## src/rtl/alpha_fade_ctrl.sv

```systemverilog
// alpha_fade_ctrl
//   Frame-synchronous sequencer for the foreground alpha driven into the
//   per-channel blenders. A fade command (target, rate) is accepted over a
//   valid/ready handshake. Alpha then steps by one toward the target once
//   every (rate+1) vsync onsets. Alpha only changes on a vsync onset, so each
//   visible frame is blended with a single alpha value.
//
// Ports
//   clk_i         pixel clock, shared with the video timing core
//   rstn_i        asynchronous reset, active low
//   vsync_i       vsync from the video timing core (polarity: VS_ACTIVE_LOW)
//   cmd_valid_i   fade command valid
//   cmd_ready_o   command accepted when cmd_valid_i && cmd_ready_o
//   cmd_target_i  target alpha
//   cmd_rate_i    frames per step, minus one
//   cmd_abort_i   stop the fade in progress, alpha holds
//   alpha_o       alpha to the blenders
//   busy_o        high while a fade is in progress
//   done_o        one-cycle pulse when the target is reached
module alpha_fade_ctrl #(
  parameter int AW            = 3,
  parameter int RW            = 4,
  parameter int ALPHA_INIT    = 7,
  parameter int VS_ACTIVE_LOW = 1
) (
  input  logic          clk_i,
  input  logic          rstn_i,
  input  logic          vsync_i,
  input  logic          cmd_valid_i,
  output logic          cmd_ready_o,
  input  logic [AW-1:0] cmd_target_i,
  input  logic [RW-1:0] cmd_rate_i,
  input  logic          cmd_abort_i,
  output logic [AW-1:0] alpha_o,
  output logic          busy_o,
  output logic          done_o
);

  typedef enum logic {IDLE, FADE} state_t;

  localparam logic          VS_POL      = (VS_ACTIVE_LOW != 0);
  localparam logic [AW-1:0] ALPHA_RESET = AW'(ALPHA_INIT);

  state_t        state, state_nxt;
  logic [AW-1:0] alpha_q, alpha_nxt, alpha_step;
  logic [AW-1:0] tgt_q;
  logic [RW-1:0] rate_q;
  logic [RW-1:0] frame_cnt, frame_cnt_nxt;
  logic          vs_act, vs_q, tick;
  logic          accept, latch_cmd;
  logic          done_q, done_nxt;

  // One unit toward the target; the caller only uses this while alpha != target,
  // so the result can never wrap.
  function automatic logic [AW-1:0] step_toward(input logic [AW-1:0] cur,
                                                input logic [AW-1:0] tgt);
    if (tgt > cur) return cur + 1'b1;
    else           return cur - 1'b1;
  endfunction

  // Vsync onset detection: vs_q holds the previous active-high level, so tick
  // is high only in the first active cycle and a held vsync never re-ticks.
  assign vs_act = vsync_i ^ VS_POL;
  assign tick   = vs_act & ~vs_q;

  assign accept     = cmd_valid_i & (state == IDLE);
  assign alpha_step = step_toward(alpha_q, tgt_q);

  always_comb begin
    state_nxt     = state;
    alpha_nxt     = alpha_q;
    frame_cnt_nxt = frame_cnt;
    done_nxt      = 1'b0;
    latch_cmd     = 1'b0;
    case (state)
      IDLE: begin
        // A tick coinciding with the accept is deliberately not counted.
        if (accept) begin
          if (cmd_target_i == alpha_q) begin
            done_nxt = 1'b1;
          end else begin
            latch_cmd     = 1'b1;
            frame_cnt_nxt = '0;
            state_nxt     = FADE;
          end
        end
      end
      FADE: begin
        // Abort has priority over a tick in the same cycle.
        if (cmd_abort_i) begin
          state_nxt = IDLE;
        end else if (tick) begin
          if (frame_cnt == rate_q) begin
            frame_cnt_nxt = '0;
            alpha_nxt     = alpha_step;
            if (alpha_step == tgt_q) begin
              done_nxt  = 1'b1;
              state_nxt = IDLE;
            end
          end else begin
            frame_cnt_nxt = frame_cnt + 1'b1;
          end
        end
      end
      default: state_nxt = IDLE;
    endcase
  end

  always_ff @(posedge clk_i or negedge rstn_i) begin
    if (!rstn_i) begin
      state     <= IDLE;
      alpha_q   <= ALPHA_RESET;
      frame_cnt <= '0;
      vs_q      <= 1'b0;
      done_q    <= 1'b0;
    end else begin
      state     <= state_nxt;
      alpha_q   <= alpha_nxt;
      frame_cnt <= frame_cnt_nxt;
      vs_q      <= vs_act;
      done_q    <= done_nxt;
    end
  end

  // Command fields need no reset: they are only read in FADE, which is always
  // entered through a latch.
  always_ff @(posedge clk_i) begin
    if (latch_cmd) begin
      tgt_q  <= cmd_target_i;
      rate_q <= cmd_rate_i;
    end
  end

  assign cmd_ready_o = (state == IDLE);
  assign busy_o      = (state == FADE);
  assign alpha_o     = alpha_q;
  assign done_o      = done_q;

endmodule
```

## config.mk

```make
export PLATFORM = sky130hd
export DESIGN_NAME = alpha_fade_ctrl
export DESIGN_NICKNAME = d
export VERILOG_FILES = /design/src/rtl/alpha_fade_ctrl.sv
export SDC_FILE = /design/constraint.sdc
export NUM_CORES = 1
export LEC_CHECK = 0
export CORE_AREA = 2 2 47 49
export DETAILED_ROUTE_END_ITERATION = 8
export DIE_AREA = 0 0 49 51
export GPL_TIMING_DRIVEN = 0
export PLACE_DENSITY = 0.72
export RECOVER_POWER = 25
export SLEW_MARGIN = 20
export SYNTH_ARGS = -nofsm -noshare
export SYNTH_HDL_FRONTEND = slang
export SYNTH_SLANG_ARGS = --single-unit
```

## constraint.sdc

```tcl
create_clock -name clk_i -period 3.9 [get_ports clk_i]
set_input_delay 0.39 -clock clk_i [delete_from_list [all_inputs] [get_ports clk_i]]
set_output_delay 0.39 -clock clk_i [all_outputs]
set_load 0.01 [all_outputs]
```

==> key figures <==
Critical path
  – Critical Path Sink: busy_o
  – Crit Reg-Reg Startpoint: alpha_o[1]
  – Reg-to-Reg End: busy_o
  – Worst-path maximum fanout: 4
  – R2r setup slk: 1020 ps
  – Worst Setup SP: alpha_o[1]
  – Critical path launch point type: register
  – Reg2reg path depth: 11
  – CP required: 4090 ps
  – Crit. End Element: register
  – Worst path arrival time: 3070 ps
  – WS Path Type: reg -> reg

Clock network
  – Root Buffer: clkbuf_4
  – Post-CTS resize count: 0
  – Clk slew on worst S/H paths: 100 ps
  – CTS buffer count: 3
  – Post-CTS Repair Setup Buffers: 0
  – Hold buffers post-CTS: 0
  – Clk_lat worst skew: 290 ps
  – CTS tree: built
  – Num Clock Sinks: 17
  – Max Buffers Root-to-Sink: 2
  – Number of H-tree levels: 1

Placement
  – Post-DP Area: 0.001144 mm^2
  – Placed Cells: 126
  – Place WS: 1041 ps
  – Port bufs: 17
  – Final HPWL DP: 1.201 mm
  – Gpl congestion: 0.6633

Drt
  – Total Routed Length: 1.465 mm
  – Drt pass-1 iters: 3
  – WL/cell: 11.27 um
  – Initial DRC count: 4
  – Drt drc: 0
  – Vias: 632
  – Final ANT Viol Nets: 0
  – Vias per Instance: 4.862

Timing
  – Final period util: 73.84%
  – RSZ-0062 raised after global routing: false
  – Hold slack final: 468.4 ps
  – Final setup fails: 0
  – Post-layout min period: 2880 ps
  – Worst Skew: 2.935 ps
  – Final WS setup: 1020 ps
  – Max frequency: 0.3472 GHz
  – Rel. slew slack: 66.95%
  – Final Max Slew Viols: 0
  – Setup TNS: 0 ps
  – Worst-Margin Slew: 495.8 ps
  – Endpoints failing hold: 0

GRT
  – GRT met2 Usage: 21.00%
  – Tot GR Track Use: 14.97%
  – Antenna violations before repair: 0
  – GR peak layer: met2
  – Met3 Use GR: 4.094%
  – Number of global-route vias before repair: 603
  – GR Overflow Total: 0
  – M1 GR Usage: 19.66%
  – First-pass GRT wire length: 2.649 mm
  – Largest net degree at the start of global routing: 11

Floorplanning
  – Die Wd: 49 um
  – IO Pins: 18
  – Starting Density: 45.48%
  – Placement Rows: 17
  – DIE AREA: 0.002499 mm^2
  – Die Ht: 51 um
  – Core ar.: 0.002063 mm^2

Yosys
  – Adder-cell share of the synthesized area: 7.467%
  – Synth cell types: 29
  – Synth Flop Type: edfxtp_1
  – Share of flip-flops with an asynchronous set or reset: 58.82%
  – Mux cell area share after synthesis: 0%
  – Synth Register Bits: 17
  – Post-Synth Simple-Gate Area: 15.20%
  – Synth Area in Compound Gates: 11.20%
  – Ys Warns: 0
  – Post-synthesis cell area: 938.4 um^2
  – Main combinational cell family by area after synthesis: simple AND/OR/NAND/NOR gates
  – Syn Inst Count: 81
  – Post-synth EDFFs: 7
  – Sequential area share after synthesis: 49.47%
  – Synth Area in XOR/XNOR: 13.07%
  – Mapped Nets: 98
  – Avg Cell Area, Syn: 11.59 um^2

Finish
  – Area grow syn2layout: 24.80%
  – Util after Layout: 56.76%
  – Final net count: 120
  – Proportion of layout cells with a drive suffix above 1: 12.75%
  – Filler Cell Count: 195
  – Non-filler cells, final: 130
  – Post-route cell area: 0.001171 mm^2
  – Register area: 464.2 um^2
  – Area of the multi-input gates: 440.4 um^2
  – Diode count: 0

Worst hold path
  – HP Class: in -> async

Power
  – Static leakage: 0.4702 nW
  – Total power: 0.6950 mW
  – Max VDD drop: 0.3439 mV
  – PD cells: 593.5 mW/mm^2

Run status
  – Outcome: finished, final reports clean

Flow run
  – Max cap viols: 0
-- registers in the layout (all words and copies together) (netlist names) --
signal and flops:
alpha_o 3, busy_o 1, done_o 1, frame_cnt 4
rate_q 4, tgt_q 3, vs_q 1
-- cells in the final DEF (no fill, tap or decap), drive strengths merged, types with 2 or more instances in the layout --
| cell type | instances |
|---|---|
| a21oi | 2 |
| clkbuf | 3 |
| clkdlybuf4s50 | 8 |
| clkinv | 2 |
| dfrtp | 7 |
| dfstp | 3 |
| dlygate4sd3 | 9 |
| edfxtp | 7 |
| ha | 4 |
| inv | 8 |
| nand2 | 8 |
| nand3 | 4 |
| nor2 | 6 |
| nor2b | 2 |
| o21ai | 3 |
| xnor2 | 5 |
| xor2 | 9 |
-- cell type report --
cell class | instances | area share [%]
repair buffers | 17 | 14.53
multi-input cells | 55 | 37.61
clock inverters | 1 | 0.4274
clock buffers | 3 | 1.923
inverters | 9 | 2.885
flip-flops and latches | 17 | 39.64
well taps | 28 | 2.991
-- logic make-up (layout without fill, tap and decap cells) --
kind of cell               Yosys count  count (layout)
DFF                                 17              17
adders and majority gates            5               5
AOI/OAI and AO/OA                   11              11
and+or+nand+nor                     25              25
buffers and inverters                9              30
xor gates and xnor gates            14              14
-- report_power, final --
| part | switching (mW) | leakage [nW] | internal, mW |
|---|---|---|---|
| clock | 0.0548 | 0.0177 | 0.0381 |
| sequential | 0.0427 | 0.187 | 0.238 |
| combinational | 0.165 | 0.265 | 0.156 |
-- critical path, stage by stage, from the launching register on --
cell and delay (ps):
dfstp_2 580, inv_1 80, ha_1 300, nor2b_4 140
o311ai_4 270, inv_1 90, fa_1 420, xnor2_1 210
xnor2_1 150, xor2_1 190, nand4_1 150, a21o_1 210
-- worst min-delay path by stage --
stage	slack, ps	end	start
detailed placement	480	alpha_o[1]	alpha_o[1]
floorplan	90	busy_o	rstn_i
CTS	410	frame_cnt[0]	rstn_i
global placement	480	alpha_o[1]	alpha_o[1]
finish	470	frame_cnt[0]	rstn_i
global route	500	frame_cnt[3]	rstn_i
-- routing by layer --
layer  part of all wire, %  wire, um  up-vias
li1                      -         -      322
met1                    46       677      289
met2                    45       666       17
met3                   5.1        75        4
met4                   3.1        46        0
met5                     0         0        -
-- Yosys cell counts (all sizes together), types with 3 or more instances --
library cell / instances / area [um^2]
dfrtp: 7 / 175.2
dfstp: 3 / 78.83
edfxtp: 7 / 210.2
ha: 4 / 50.05
inv: 8 / 30.03
nand2: 8 / 30.03
nand3: 4 / 25.02
nor2: 6 / 22.52
o21ai: 3 / 15.01
xnor2: 5 / 43.79
xor2: 9 / 78.83
No activity file was read; power rests on OpenSTA's default activity.
